File: config.mk
export PLATFORM = sky130hd
export DESIGN_NAME = div_unit_seq
export DESIGN_NICKNAME = d
export VERILOG_FILES = /design/src/rtl/div_unit_seq.sv
export SDC_FILE = /design/constraint.sdc
export NUM_CORES = 1
export LEC_CHECK = 0
export BUFFER_PORTS_ARGS = -buffer_cell sky130_fd_sc_hd__buf_2
export CAP_MARGIN = 10
export CORE_MARGIN = 2
export CORE_UTILIZATION = 55
export DETAILED_ROUTE_END_ITERATION = 6
export MAX_ROUTING_LAYER = met4
export PLACE_DENSITY = 0.75
export SYNTH_ARGS = -nofsm -noshare
export SYNTH_HDL_FRONTEND = slang
export SYNTH_SLANG_ARGS = --single-unit
File: constraint.sdc
create_clock -name clk -period 12.1 [get_ports clk]
set_clock_uncertainty 0.2 [all_clocks]
set_input_delay 2.42 -clock clk [delete_from_list [all_inputs] [get_ports clk]]
set_output_delay 2.42 -clock clk [all_outputs]
set_load 0.02 [all_outputs]
File: src/rtl/div_unit_seq.sv
// Radix-2 restoring divider for DIV/DIVU/REM/REMU. Results arrive 32 edges after accept (1 edge for illegal ops or, with DIV_FAST_PATH_EN, for div-by-zero/overflow).
// Accepts operands only when idle; holds result and out_valid until out_ready is seen.
module div_unit_seq #(
  parameter int XLEN  = 32,
  parameter int CNT_W = 6
) (
  input  logic            clk,
  input  logic            rst,
  input  logic            flush,
  input  logic            in_valid,
  output logic            in_ready,
  input  logic [XLEN-1:0] data1,
  input  logic [XLEN-1:0] data2,
  input  logic [4:0]      alu_op,
  output logic            out_valid,
  input  logic            out_ready,
  output logic [XLEN-1:0] result,
  output logic            busy
);

  typedef enum logic [1:0] {IDLE, CALC, DONE} state_t;

  localparam logic [XLEN-1:0]  MINV = {1'b1, {(XLEN-1){1'b0}}};
  localparam logic [CNT_W-1:0] LAST = CNT_W'(XLEN - 1);

  state_t            state_q, state_d;
  logic [CNT_W-1:0]  cnt_q, cnt_d;
  logic [XLEN-1:0]   rem_q, rem_d, dvd_q, dvd_d, dvs_q, dvs_d, res_q, res_d;
  logic              out_vld_q, out_vld_d;
  logic              rem_op_q, rem_op_d, neg_q, neg_d, rsign_q, rsign_d;
  logic              dz_q, dz_d, ovf_q, ovf_d;

  logic              valid_op, sgn, a_neg, b_neg, dz, ovf, fast_hit, qbit;
  logic [XLEN-1:0]   a_abs, b_abs, rem_n, dvd_n, q_fix, r_fix, res_calc;
  logic [XLEN:0]     rem_sh, diff;

  // Illegal encodings are accepted but produce zero.
  assign valid_op = alu_op[4] && (alu_op[1:0] == 2'b01);
  assign sgn      = ~alu_op[2];
  assign a_neg    = sgn & data1[XLEN-1];
  assign b_neg    = sgn & data2[XLEN-1];
  assign a_abs    = a_neg ? -data1 : data1;
  assign b_abs    = b_neg ? -data2 : data2;
  assign dz       = (data2 == '0);
  assign ovf      = sgn && (data1 == MINV) && (data2 == '1);
`ifdef DIV_FAST_PATH_EN
  assign fast_hit = dz || ovf;
`else
  assign fast_hit = 1'b0;
`endif

  // One restoring step; the shifted partial remainder keeps its carry-out bit.
  assign rem_sh = {rem_q, dvd_q[XLEN-1]};
  assign diff   = rem_sh - {1'b0, dvs_q};
  assign qbit   = ~diff[XLEN];
  assign rem_n  = qbit ? diff[XLEN-1:0] : rem_sh[XLEN-1:0];
  assign dvd_n  = {dvd_q[XLEN-2:0], qbit};
  assign q_fix  = neg_q   ? -dvd_n : dvd_n;
  assign r_fix  = rsign_q ? -rem_n : rem_n;

  always_comb begin
    res_calc = rem_op_q ? r_fix : q_fix;
    if (dz_q) begin
      res_calc = rem_op_q ? r_fix : '1;
    end else if (ovf_q) begin
      res_calc = rem_op_q ? '0 : MINV;
    end
  end

  always_comb begin
    state_d   = state_q;
    cnt_d     = cnt_q;
    rem_d     = rem_q;
    dvd_d     = dvd_q;
    dvs_d     = dvs_q;
    res_d     = res_q;
    out_vld_d = out_vld_q;
    rem_op_d  = rem_op_q;
    neg_d     = neg_q;
    rsign_d   = rsign_q;
    dz_d      = dz_q;
    ovf_d     = ovf_q;
    unique case (state_q)
      IDLE: begin
        if (in_valid) begin
          cnt_d = '0;
          if (!valid_op) begin
            state_d   = DONE;
            out_vld_d = 1'b1;
            res_d     = '0;
          end else if (fast_hit) begin
            state_d   = DONE;
            out_vld_d = 1'b1;
            res_d     = dz ? (alu_op[3] ? data1 : '1) : (alu_op[3] ? '0 : MINV);
          end else begin
            state_d  = CALC;
            rem_d    = '0;
            dvd_d    = a_abs;
            dvs_d    = b_abs;
            rem_op_d = alu_op[3];
            neg_d    = a_neg ^ b_neg;
            rsign_d  = a_neg;
            dz_d     = dz;
            ovf_d    = ovf;
          end
        end
      end
      CALC: begin
        rem_d = rem_n;
        dvd_d = dvd_n;
        cnt_d = cnt_q + 1'b1;
        if (cnt_q == LAST) begin
          state_d   = DONE;
          out_vld_d = 1'b1;
          res_d     = res_calc;
        end
      end
      DONE: begin
        if (out_ready) begin
          state_d   = IDLE;
          out_vld_d = 1'b0;
        end
      end
      default: state_d = IDLE;
    endcase
    if (flush) begin
      state_d   = IDLE;
      out_vld_d = 1'b0;
      cnt_d     = '0;
    end
  end

  always_ff @(posedge clk or posedge rst) begin
    if (rst) begin
      state_q   <= IDLE;
      cnt_q     <= '0;
      rem_q     <= '0;
      dvd_q     <= '0;
      dvs_q     <= '0;
      res_q     <= '0;
      out_vld_q <= 1'b0;
      rem_op_q  <= 1'b0;
      neg_q     <= 1'b0;
      rsign_q   <= 1'b0;
      dz_q      <= 1'b0;
      ovf_q     <= 1'b0;
    end else begin
      state_q   <= state_d;
      cnt_q     <= cnt_d;
      rem_q     <= rem_d;
      dvd_q     <= dvd_d;
      dvs_q     <= dvs_d;
      res_q     <= res_d;
      out_vld_q <= out_vld_d;
      rem_op_q  <= rem_op_d;
      neg_q     <= neg_d;
      rsign_q   <= rsign_d;
      dz_q      <= dz_d;
      ovf_q     <= ovf_d;
    end
  end

  assign in_ready  = (state_q == IDLE);
  assign busy      = (state_q != IDLE);
  assign out_valid = out_vld_q;
  assign result    = res_q;

endmodule

Word level (Yosys, flattened, before mapping)
Index checks and enable logic that the tools add are counted.
W data, S select, Z words.
{ "totals": {"register_bits": 142, "latch_bits": 0, "ram_bits": 0, "mem_bits_ro": 0, "input_bits": 74, "output_inout_bits": 35, "elab_cells": 87, "n_memories": 0} }
{ "op_classes": {"n_addsub": 6, "mul": 0, "n_div": 0, "order_cmp": 0, "eq_ne": 14, "shifts": 0, "mux": 35, "bitwise_logic": 5, "reduce_logical": 15} }
{ "op_table": {"columns": ["op", "n"], "rows": [
  ["$mux W32", 17],
  ["$pmux W32 S2", 3],
  ["$neg A32 Y32", 4],
  ["$eq A32 B32 Y1 const B", 2],
  ["$sub A33 B32 Y33", 1],
  ["$logic_not A32 Y1", 1],
  ["$mux W6", 2],
  ["$ne A3 B3 Y1 const B", 4],
  ["$pmux W6 S2", 1],
  ["$mux W2", 5],
  ["$reduce_and A3 Y1", 3],
  ["$add A6 B1 Y6 const B", 1],
  ["$eq A6 B5 Y1 const B", 1],
  ["$ne A2 B2 Y1 const B", 3],
  ["$pmux W2 S3", 1],
  ["$mux W1", 5],
  ["$reduce_and A5 Y1", 1],
  ["$eq A2 B1 Y1 const B", 2],
  ["$reduce_and A4 Y1", 1],
  ["$reduce_bool A2 Y1", 2],
  ["$reduce_bool A4 Y1", 1],
  ["$logic_and A1 B1 Y1", 3],
  ["$pmux W1 S3", 1],
  ["$reduce_bool A3 Y1", 1],
  ["other kinds (7)", 9]
]} }

Logic depth before layout (Yosys ltp)
Gate-level depths: netlist of the first run.
{ "logic_depth": {"depth_word": 9, "ltp_mapped": 24, "ltp_nobuf": 21} }

Least setup slack after synthesis of the first run
OpenSTA, ideal clock, no wires.
{ "synth_timing": {"path_kind": "input to register", "startpoint": "in data1[10]", "endpoint": "reg dvd_q[30]", "setup_time_ns": 0.133, "arrival_ns": 4.758, "required_time_ns": 11.767, "path_slack_ns": 7.009, "path_stages": 11, "n_path_buf": 1, "path_cell_list": "or3_1 -> or4_1 -> clkbuf_1 -> nor4_1 -> nor3b_1 -> nand3b_1 -> o41ai_1 -> xor2_1 -> nor2_1 -> a21oi_1 -> o21ai_0"} }
{ "synth_via": {"elab_chain_cells": 5} }
{ "synth_lines": {"columns": ["element", "line", "text"], "rows": [
  ["start: declaration", "12", "input logic [XLEN-1:0] data1,"],
  ["$neg A32 Y32", "42", "assign a_abs = a_neg ? -data1 : data1;"],
  ["$mux W32", "42", null],
  ["$mux W32", "87", "if (!valid_op) begin"],
  ["$mux W32", "85", "if (in_valid) begin"],
  ["$pmux W32 S2", "83", "unique case (state_q)"],
  ["end signal: assignment", "151", "dvd_q <= dvd_d;"],
  ["end: declaration", "28", "logic [XLEN-1:0] rem_q, rem_d, dvd_q, dvd_d, dvs_q, dvs_d, res_q, res_d;"]
]} }
Every way passes these cells. The select of a mux whose other input is x is not followed.
A chain may end at the register's enable or synchronous reset.

Final worst setup path of the first run
{ "layout_timing": {"startpoint": "reg dvd_q[31]", "endpoint": "reg res_q[26] (netlist: result[26])"} }
{ "layout_via": {"elab_chain_cells": 9, "word_cells_on_any_way": 13, "classes_between": "add/sub: 3; mux: 9; bitwise: 1"} }
{ "layout_lines": {"columns": ["element", "line", "text"], "rows": [
  ["$sub A33 B32 Y33", "54", "assign diff = rem_sh - {1'b0, dvs_q};"],
  ["$mux W32 / $not A1 Y1 (equally long branches)", "56, 55", null],
  ["$neg A32 Y32 (on tied branches)", "59, 58", null],
  ["$mux W32 (on tied branches)", "59, 58", null],
  ["$mux W32", "62", "res_calc = rem_op_q ? r_fix : q_fix;"],
  ["$mux W32", "65", "end else if (ovf_q) begin"],
  ["$mux W32 *", "63", "if (dz_q) begin"],
  ["$mux W32 *", "112", "if (cnt_q == LAST) begin"],
  ["$pmux W32 S2 *", "83", null],
  ["end signal: assignment", "153", "res_q <= res_d;"],
  ["end: declaration", "28", null]
]} }
Mark *: on every way between the ends. The rest lies on a longest branch, timed or not. The select of a mux whose other input is x is not followed.

==> results of run 1 <==
-- stage by stage --
| step | power (mW) | std cells |
|---|---|---|
| floorplan | 1.13 | 1483 |
| global placement | 1.32 | 1798 |
| detailed placement | 1.33 | 1798 |
| CTS | 1.89 | 1828 |
| global route | 2.01 | 1828 |
| finish | 1.90 | 1828 |
-- cell type report --
class	instances	area [sq um]
multi-input cells	1196	7440
inverters	67	256
flip-flops and latches	142	3550
clock buffers	17	425
clock inverters	13	188
repair buffers	118	616
well taps	275	344
fillers	1870	8000
-- Yosys cell counts (14+ instances only) --
master	number
a21o_1	17
a21oi_1	149
a31oi_1	15
and3_1	17
buf_2	14
clkbuf_1	57
dfrtp_1	142
ha_1	40
inv_1	64
mux2i_1	30
nand2_1	173
nand2b_1	17
nand3_1	22
nand4_1	19
nor2_1	127
nor3_1	34
nor4_1	16
o21ai_0	166
o31ai_1	26
o41ai_1	14
or3_1	19
xnor2_1	62
xor2_1	56
-- state kept, by name, indices dropped and copies added (netlist names), 2 cells and up --
name     count
rem_q       32
dvd_q       32
cnt_q        6
dvs_q       32
state_q      2
result      32
-- power by group --
group / internal (mW) / switching (mW)
registers: 0.559 / 0.105
logic: 0.249 / 0.431
clock network: 0.344 / 0.216
-- cell families (layout without fill, tap and decap cells) --
| logic type | Yosys count | count (layout) | synth area share, % |
|---|---|---|---|
| adders and majority gates | 41 | 41 | 4.51 |
| buffers and inverters | 145 | 215 | 4.86 |
| muxes | 39 | 39 | 3.48 |
| DFF | 142 | 142 | 30.8 |
| and+or+nand+nor | 499 | 499 | 20.6 |
| AOI/OAI and AO/OA | 498 | 498 | 26.6 |
| xor gates and xnor gates | 119 | 119 | 9.19 |
-- layout by cell type, fill, tap and decap left out, types with 10 or more instances in the layout --
cell	synthesis	final
a31oi_1	15	15
o41ai_1	14	14
buf_4	0	10
nand2_1	173	172
clkbuf_16	0	17
nand4_1	19	19
mux2i_1	30	30
o211ai_1	10	10
xor2_1	56	56
buf_2	14	108
o21ai_0	166	166
or4_1	10	10
dfrtp_1	142	142
nor3_1	34	34
ha_1	40	39
nor4_1	16	16
o31ai_1	26	26
nand3_1	22	22
nor2_1	127	127
a21o_1	17	17
and3_1	17	17
nand2b_1	17	17
a21oi_1	149	149
or3_1	19	19
inv_1	64	63
xnor2_1	62	62
-- worst min-delay path, delay by kind of cell (launching register included) --
| kind | cells | cell delay, ps |
|---|---|---|
| flops | 1 | 340 |
| simple gates | 2 | 100 |
-- layer usage --
layer  wire length (um)  track usage, %
met5                  0               -
met4                877            9.43
met3               2950            6.57
met2              15300            47.8
met1              15300            44.6
-- how the worst max path moves through the flow --
| stage | slack, ps | end | start |
|---|---|---|---|
| global placement | 6370 | dvd_q[31] | data1[10] |
| finish | 6330 | result[26] | dvd_q[31] |
| floorplan | 5670 | cnt_q[0] | rst |
| CTS | 6430 | result[26] | dvd_q[31] |
| detailed placement | 6350 | dvd_q[31] | data1[10] |
| global route | 5820 | result[26] | dvd_q[31] |
==> results.txt, run 1 <==
hold slack: 261 ps
Setup Buffers After CTS: 0
Max-cap violations: 0
endpoints failing hold: 0
CTS buffer count: 17
RSZ-0062 raised after global routing: no
layout cells sized above 1: 11.7%
Worst Hold Class: reg -> reg
CP Depth: 21
Max Buffers Root-to-Sink: 2
drt drc: 0
setup ws final: 6330 ps
GRT Resource Usage Total: 32.2%
crit-path max cell delay: 660 ps
initial antenna violation count: 0
PortBufs: 108
root buf cell: clkbuf_16
WL/cell: 18.8 um
final net count: 1657
number of global-route vias before repair: 10500
min Tclk post-route: 5770 ps
number of synthesized flops with an enable pin: 0
Cell variety after synth: 83
Placement Rows: 53
Die Area: 22200 sq um
WL final: 34400 um
Top delay family on crit path: compound AO/OA/AOI/OAI gates
Area Growth Syn to Fin: 11.0%
H-tree Lvls: 4
worst vdd ir: 0.0772 mV
io pins: 109
area of placed instances: 12200 sq um
Synth Warn #: 0
Pwr Density: 148 nW/um^2
area leader, netlist: dfrtp_1
CP cell instances: inv_1 > ha_1 > fa_1 > nor2b_1 > o31ai_1 > o21a_2 > o21ai_2 > a21oi_2 > xnor2_4 > buf_4 > inv_2 > ha_1 > nand2b_1 > nand2b_1 > nand2b_1 > nand2b_1 > o31ai_1 > xor2_1 > a221oi_1 > o21ai_0 > o21ai_0
flop2flop setup slack: 6330 ps
Die Height: 149 um
Setup Crit Path Kind: reg -> reg
worst-case reg-to-reg path depth: 21
CP Capture Type: flip-flop
hold depth: 2
synth top area cells: dfrtp_1, o21ai_0, a21oi_1
Slew Limit Fails: 0
Layout Utilization: 61.6%
CTS tree: built
Yosys top cell area share: 30.8%
CTS Hold Bufs: 0
Startpoint Class: flip-flop
RR Endpoint: result[26]
clk sinks: 142
outcome: finished, final reports clean
Clock transition at path regs: 60 ps
Pleak: 5.67 nW
max frequency: 173 MHz
Tcrit/Tclk final: 47.7%
Seq/Total Area, Yosys: 30.8%
GR Overflow Total: 0
largest net degree at the start of global routing: 92
Via Count: 11400
Critical Path AT: 5900 ps
worst slew pin tran: 1120 ps
cell count after synthesis: 1483
Worst-Skew Late Latency: 430 ps
DRT Pass-1 Iters: 6
CP most frequent cell: nand2b_1
Max FO, Critical Path: 43
ys async rst share: 100%
DR vias/cell: 6.26
core area: 20800 sq um
die width: 149 um
first-pass GRT wire length: 55200 um
worst relative slew slack: 24.8%
pre-CTS setup slack: 6350 ps
worst hold endpoint: result[14]
Synth Register Bits: 142
reg2reg start: dvd_q[31]
syn_area_per_cell: 7.79 sq um
HPWL after DPL: 25200 um
worst endpoint required time: 12230 ps
Final GP Congestion: 0.966
starting DRC count in detailed routing: 1111
setup violators final: 0
WP buf/inv: 3
fin area: 12800 sq um
syn nets: 1598
synthesized cell area: 11500 sq um
hold path startpoint: result[14]
sum of negative setup slack: 0 ps
PostCTS Resize Cnt: 0
initial core utilization: 55.5%
number of diodes: 0
ANT nets after route: 0
CP max-delay cell: inv_2
Synth Flop Type: dfrtp_1
Note: power is estimated with default switching activity, not from simulation.
==> inputs of run 2 (changes only) <==
--- a/config.mk
+++ b/config.mk
@@ -5,13 +5,14 @@
 export SDC_FILE = /design/constraint.sdc
 export NUM_CORES = 1
 export LEC_CHECK = 0
+export ABC_AREA = 1
 export BUFFER_PORTS_ARGS = -buffer_cell sky130_fd_sc_hd__buf_2
 export CAP_MARGIN = 10
 export CORE_MARGIN = 2
 export CORE_UTILIZATION = 55
 export DETAILED_ROUTE_END_ITERATION = 6
 export MAX_ROUTING_LAYER = met4
-export PLACE_DENSITY = 0.75
+export PLACE_DENSITY = 0.77
 export SYNTH_ARGS = -nofsm -noshare
 export SYNTH_HDL_FRONTEND = slang
 export SYNTH_SLANG_ARGS = --single-unit
==> constraint.sdc (replaced) <==
create_clock -name clk -period 5.3 [get_ports clk]
set_clock_uncertainty 0.2 [all_clocks]
set_input_delay 1.06 -clock clk [delete_from_list [all_inputs] [get_ports clk]]
set_output_delay 1.06 -clock clk [all_outputs]
set_load 0.02 [all_outputs]
==> results.txt, run 2 <==
outcome: complete, but fails checks (was finished, final reports clean)
failing checks: DRC
syn_area_per_cell: 6.20 sq um (was 7.79 sq um)
most frequent cells in the layout: nand2_1, inv_1, nor2_1, o21ai_0, nand3_1 (was nand2_1, o21ai_0, a21oi_1, dfrtp_1, nor2_1)
Top delay family on crit path: simple AND/OR/NAND/NOR gates (was compound AO/OA/AOI/OAI gates)
DRT Pass-1 Iters: 7 (was 6)
syn nets: 2138 (was 1598)
Pwr Density: 369 nW/um^2 (was 148 nW/um^2)
hold slack: 273 ps (was 261 ps)
Synth Register Bits: 142 (unchanged)
WP buf/inv: 2 (was 3)
initial core utilization: 55.7% (was 55.5%)
Worst Hold Class: reg -> reg (unchanged)
commonest non-fill, non-tap cell in the layout: nand2_1 (unchanged)
CTS Hold Bufs: 0 (unchanged)
crit-path max cell delay: 410 ps (was 660 ps)
io pins: 109 (unchanged)
CTS tree: built (unchanged)
GR Overflow Total: 0 (unchanged)
Seq/Total Area, Yosys: 28.3% (was 30.8%)
root buf cell: clkbuf_16 (unchanged)
Max-cap violations: 0 (unchanged)
hold depth: 2 (unchanged)
H-tree Lvls: 4 (unchanged)
initial antenna violation count: 1 (was 0)
Die Height: 155 um (was 149 um)
synth cell count leaders: nand2_1, inv_1, nor2_1 (was nand2_1, o21ai_0, a21oi_1)
Via Count: 13700 (was 11400)
WL/cell: 16.9 um (was 18.8 um)
number of global-route vias before repair: 12400 (was 10500)
ys async rst share: 100% (unchanged)
PortBufs: 108 (unchanged)
Area Growth Syn to Fin: 10.5% (was 11.0%)
setup violators final: 0 (unchanged)
hold path startpoint: result[6] (was result[14])
worst hold endpoint: result[6] (was result[14])
Synth Flop Type: dfrtp_1 (unchanged)
area leader, netlist: dfrtp_1 (unchanged)
flop2flop setup slack: 760 ps (was 6330 ps)
sum of negative setup slack: 0 ps (unchanged)
clk sinks: 142 (unchanged)
RSZ-0062 raised after global routing: no (unchanged)
pre-CTS setup slack: 833 ps (was 6350 ps)
ANT nets after route: 0 (unchanged)
synthesized cell area: 12500 sq um (was 11500 sq um)
worst relative slew slack: 30.5% (was 24.8%)
number of synthesized flops with an enable pin: 0 (unchanged)
Critical Path AT: 4710 ps (was 5900 ps)
CP most frequent cell: nand2_1 (was nand2b_1)
CTS buffer count: 17 (unchanged)
Die Area: 24000 sq um (was 22200 sq um)
worst slew pin tran: 1040 ps (was 1120 ps)
first-pass GRT wire length: 65000 um (was 55200 um)
starting DRC count in detailed routing: 1614 (was 1111)
Pleak: 7.60 nW (was 5.67 nW)
layout cells sized above 1: 10.4% (was 11.7%)
Max FO, Critical Path: 7 (was 43)
HPWL after DPL: 31000 um (was 25200 um)
synth top area cells: dfrtp_1, nand2_1, inv_1 (was dfrtp_1, o21ai_0, a21oi_1)
min Tclk post-route: 4540 ps (was 5770 ps)
endpoints failing hold: 0 (unchanged)
Setup Crit Path Kind: reg -> reg (unchanged)
CP Capture Type: flip-flop (unchanged)
drt drc: 11 (was 0)
final net count: 2210 (was 1657)
Max Buffers Root-to-Sink: 2 (unchanged)
Synth Warn #: 0 (unchanged)
Total Power: 5.12 mW (was 1.90 mW)
Yosys top cell area share: 28.3% (was 30.8%)
Cell variety after synth: 52 (was 83)
largest net degree at the start of global routing: 82 (was 92)
Clock transition at path regs: 60 ps (about the same)
cell count after synthesis: 2023 (was 1483)
Tcrit/Tclk final: 85.7% (was 47.7%)
Layout Utilization: 61.6% (about the same)
setup ws final: 757 ps (was 6330 ps)
worst endpoint required time: 5460 ps (was 12230 ps)
die width: 155 um (was 149 um)
worst vdd ir: 0.233 mV (was 0.0772 mV)
Startpoint Class: flip-flop (unchanged)
Slew Limit Fails: 0 (unchanged)
WL final: 40600 um (was 34400 um)
most numerous cell in the Yosys netlist: nand2_1 (unchanged)
Worst-Skew Late Latency: 430 ps (about the same)
DR vias/cell: 5.74 (was 6.26)
max frequency: 220 MHz (was 173 MHz)
Placement Rows: 55 (was 53)
GRT Resource Usage Total: 35.0% (was 32.2%)
PostCTS Resize Cnt: 0 (unchanged)
RR Endpoint: result[28] (was result[26])
Setup Buffers After CTS: 0 (unchanged)
CP max-delay cell: fa_1 (was inv_2)
Final GP Congestion: 1.01 (was 0.966)
core area: 22500 sq um (was 20800 sq um)
reg2reg start: dvd_q[31] (unchanged)
worst-case reg-to-reg path depth: 29 (was 21)
-- run 2: changes by cell type in the layout (fill, tap and decap cells not counted), sizes merged, moves of 51 or more --
cell,previous run,this run
inv,68,293
xnor2,63,12
nand2,173,613
nor2,127,185
nand3,22,147
-- run 2: power by group --
group / switching (mW) / leakage (nW) / internal, mW / total (mW)
clock: 0.526 / 0.290 / 0.750 / 1.28
sequential: 0.213 / 1.88 / 1.31 / 1.52
combinational: 1.63 / 5.43 / 0.690 / 2.32
-- run 2: kinds of logic (layout without fill, tap and decap cells) --
logic type / Yosys count / count (layout) / share of synthesized area (%)
and+or+nand+nor: 1047 / 1047 / 36.2
AOI/OAI and AO/OA: 398 / 398 / 17.6
buffers and inverters: 357 / 441 / 11.0
DFF: 142 / 142 / 28.3
adders and majority gates: 41 / 41 / 4.15
xor gates and xnor gates: 38 / 38 / 2.65
other: 0 / 1 / 0
-- run 2: tightest hold or removal path: cells and delay by family, from the launching register on --
| kind | cells | cell delay (ps) |
|---|---|---|
| flip-flops | 1 | 340 |
| AND/OR/NAND/NOR | 2 | 100 |
-- run 2: routing by layer --
metal | up-vias | track usage (%) | wire length, um
li1 | 6744 | - | -
met5 | - | - | 0
met1 | 6250 | 48.1 | 17700
met2 | 649 | 51.9 | 17800
met4 | 0 | 12.2 | 1380
met3 | 87 | 6.85 | 3710
-- run 2: metrics by stage --
stage	instances	area, sq um
floorplan	2023	12500
global placement	2361	13200
detailed placement	2361	13200
CTS	2392	13900
global route	2393	13900
finish	2393	13900
-- run 2: worst max path at each step --
stage | from | endpoint | slack, ps | depth (start not counted)
2_1_floorplan | rst | cnt_q[0] | 230 | 1
3_3_place_gp | dvd_q[31] | result[28] | 940 | 29
3_5_place_dp | dvd_q[31] | result[26] | 830 | 28
4_1_cts | dvd_q[31] | result[28] | 800 | 29
5_1_grt | dvd_q[31] | result[28] | 90 | 29
6_report | dvd_q[31] | result[28] | 760 | 29
-- run 2: area by class of cell --
cell class                 instances  area, sq um
fill                            2152         8650
clock buffer                      18          429
timing repair buffer             121          638
inverter                         289         1090
antenna                            1         2.50
multi-input combinational       1524         7610
tap                              285          357
clock inverter                    13          178
sequential                       142         3550
==> inputs of run 3 (changes only) <==
--- a/config.mk
+++ b/config.mk
@@ -6,6 +6,7 @@
 export NUM_CORES = 1
 export LEC_CHECK = 0
 export ABC_AREA = 1
+export ABC_CLOCK_PERIOD_IN_PS = 5300
 export BUFFER_PORTS_ARGS = -buffer_cell sky130_fd_sc_hd__buf_2
 export CAP_MARGIN = 10
 export CORE_MARGIN = 2
==> constraint.sdc (replaced) <==
create_clock -name clk -period 5.3 [get_ports clk]
set_clock_uncertainty 0.2 [all_clocks]
set_input_delay 0.53 -clock clk [delete_from_list [all_inputs] [get_ports clk]]
set_output_delay 0.53 -clock clk [all_outputs]
set_load 0.02 [all_outputs]
==> results.txt, run 3 (synthesis gave the netlist of run 2 again) <==
worst slew pin tran: 1070 ps (was 1040 ps)
Worst-Skew Late Latency: 430 ps (about the same)
PortBufs: 108 (unchanged)
Startpoint Class: flip-flop (unchanged)
DRT Pass-1 Iters: 7 (unchanged)
core area: 22500 sq um (unchanged)
flop2flop setup slack: 680 ps (was 760 ps)
Max Buffers Root-to-Sink: 2 (unchanged)
max frequency: 217 MHz (was 220 MHz)
WP buf/inv: 2 (unchanged)
Setup Crit Path Kind: reg -> reg (unchanged)
endpoints failing hold: 0 (unchanged)
Via Count: 13600 (was 13700)
CTS tree: built (unchanged)
Die Height: 155 um (unchanged)
WL/cell: 16.9 um (about the same)
Tcrit/Tclk final: 87.1% (was 85.7%)
number of diodes: 0 (was 1)
ANT nets after route: 0 (unchanged)
final net count: 2208 (was 2210)
GRT Resource Usage Total: 34.9% (was 35.0%)
Max FO, Critical Path: 7 (unchanged)
initial antenna violation count: 0 (was 1)
Clock transition at path regs: 70 ps (was 60 ps)
die width: 155 um (unchanged)
Final GP Congestion: 0.986 (was 1.01)
met3 Usage GRT: 5.71% (was 6.85%)
WL final: 40300 um (was 40600 um)
first-pass GRT wire length: 64700 um (was 65000 um)
most frequent cells in the layout: nand2_1, inv_1, nor2_1, o21ai_0, nand3_1 (unchanged)
met2 GRT Util: 52.2% (was 51.9%)
Pwr Density: 367 nW/um^2 (was 369 nW/um^2)
hold slack: 76.4 ps (was 273 ps)
io pins: 109 (unchanged)
largest net degree at the start of global routing: 106 (was 82)
CP most frequent cell: nand2_1 (unchanged)
worst vdd ir: 0.304 mV (was 0.233 mV)
H-tree Lvls: 4 (unchanged)
DR vias/cell: 5.71 (was 5.74)
min Tclk post-route: 4620 ps (was 4540 ps)
CP max-delay cell: fa_1 (unchanged)
commonest non-fill, non-tap cell in the layout: nand2_1 (unchanged)
Slew Limit Fails: 0 (unchanged)
Placement Rows: 55 (unchanged)
Die Area: 24000 sq um (unchanged)
HPWL after DPL: 30900 um (was 31000 um)
sum of negative setup slack: 0 ps (unchanged)
Worst Hold Class: in -> async (was reg -> reg)
Area Growth Syn to Fin: 10.2% (was 10.5%)
outcome: finished, final reports clean (was complete, but fails checks)
initial core utilization: 55.7% (unchanged)
drt drc: 0 (was 11)
number of global-route vias before repair: 12300 (was 12400)
crit-path max cell delay: 410 ps (about the same)
root buf cell: clkbuf_16 (unchanged)
Top delay family on crit path: simple AND/OR/NAND/NOR gates (unchanged)
CTS buffer count: 17 (unchanged)
CTS Hold Bufs: 0 (unchanged)
RSZ-0062 raised after global routing: no (unchanged)
Max-cap violations: 0 (unchanged)
CP Capture Type: flip-flop (unchanged)
starting DRC count in detailed routing: 1523 (was 1614)
met1 GRT Util: 48.9% (was 48.1%)
area of placed instances: 13200 sq um (about the same)
layout cells sized above 1: 10.3% (was 10.4%)
Critical Path AT: 4740 ps (was 4710 ps)
GR Overflow Total: 0 (unchanged)
worst endpoint required time: 5420 ps (was 5460 ps)
Pleak: 7.58 nW (was 7.60 nW)
clk sinks: 142 (unchanged)
PostCTS Resize Cnt: 0 (unchanged)
fin area: 13800 sq um (was 13900 sq um)
worst relative slew slack: 28.6% (was 30.5%)
busiest grt layer: met2 (unchanged)
setup violators final: 0 (unchanged)
Setup Buffers After CTS: 0 (unchanged)
## run 3: worst register-to-register path, delay by kind of cell (launching register included)
kind | cells | cell delay, ps
and+or+nand+nor | 20 | 2460
adders and majority gates | 3 | 840
AOI/OAI and AO/OA | 3 | 460
DFF | 1 | 380
buffers and inverters | 2 | 180
## run 3: path summary, 6_finish.rpt
| kind | from | endpoint | cells past startpoint |
|---|---|---|---|
| max | dvd_q[31] | result[26] | 28 |
| min | rst | cnt_q[3] | 2 |
| max reg2reg | dvd_q[31] | result[26] | 28 |
| min reg2reg | result[5] | result[5] | 2 |
| max in group asynchronous | rst | result[23] | 3 |
| min in group clk | flush | out_valid | 2 |
## run 3: final cells by class
| type | instances | area (sq um) |
|---|---|---|
| Timing Repair Buffer | 119 | 623 |
| Sequential cell | 142 | 3550 |
| Inverter | 289 | 1090 |
| Clock buffer | 18 | 429 |
| Multi-Input combinational cell | 1524 | 7610 |
| Tap cell | 285 | 357 |
| Fill cell | 2168 | 8690 |
| Clock inverter | 13 | 155 |
## run 3: metal layers
metal	part of all wire (%)	wire length, um
met1	45	18200
met5	0	0
met2	44	17700
met3	8.5	3420
met4	2.5	1010
## run 3: per-stage QoR
step	instances	power, mW	util, %	worst slack, ps
after floorplan	2023	3.12	-	760
after global placement	2359	3.74	58.8	916
after detailed placement	2359	3.77	58.8	767
after CTS	2390	5.02	61.4	732
after global routing	2390	5.42	61.4	265
final	2390	5.07	61.4	685
## run 3: where the power goes
part / leakage [nW] / internal (mW) / switching, mW / total [mW]
Sequential: 1.88 / 1.31 / 0.220 / 1.53
Combinational: 5.42 / 0.687 / 1.62 / 2.31
Clock: 0.282 / 0.703 / 0.531 / 1.23
Total: 7.58 / 2.70 / 2.37 / 5.07
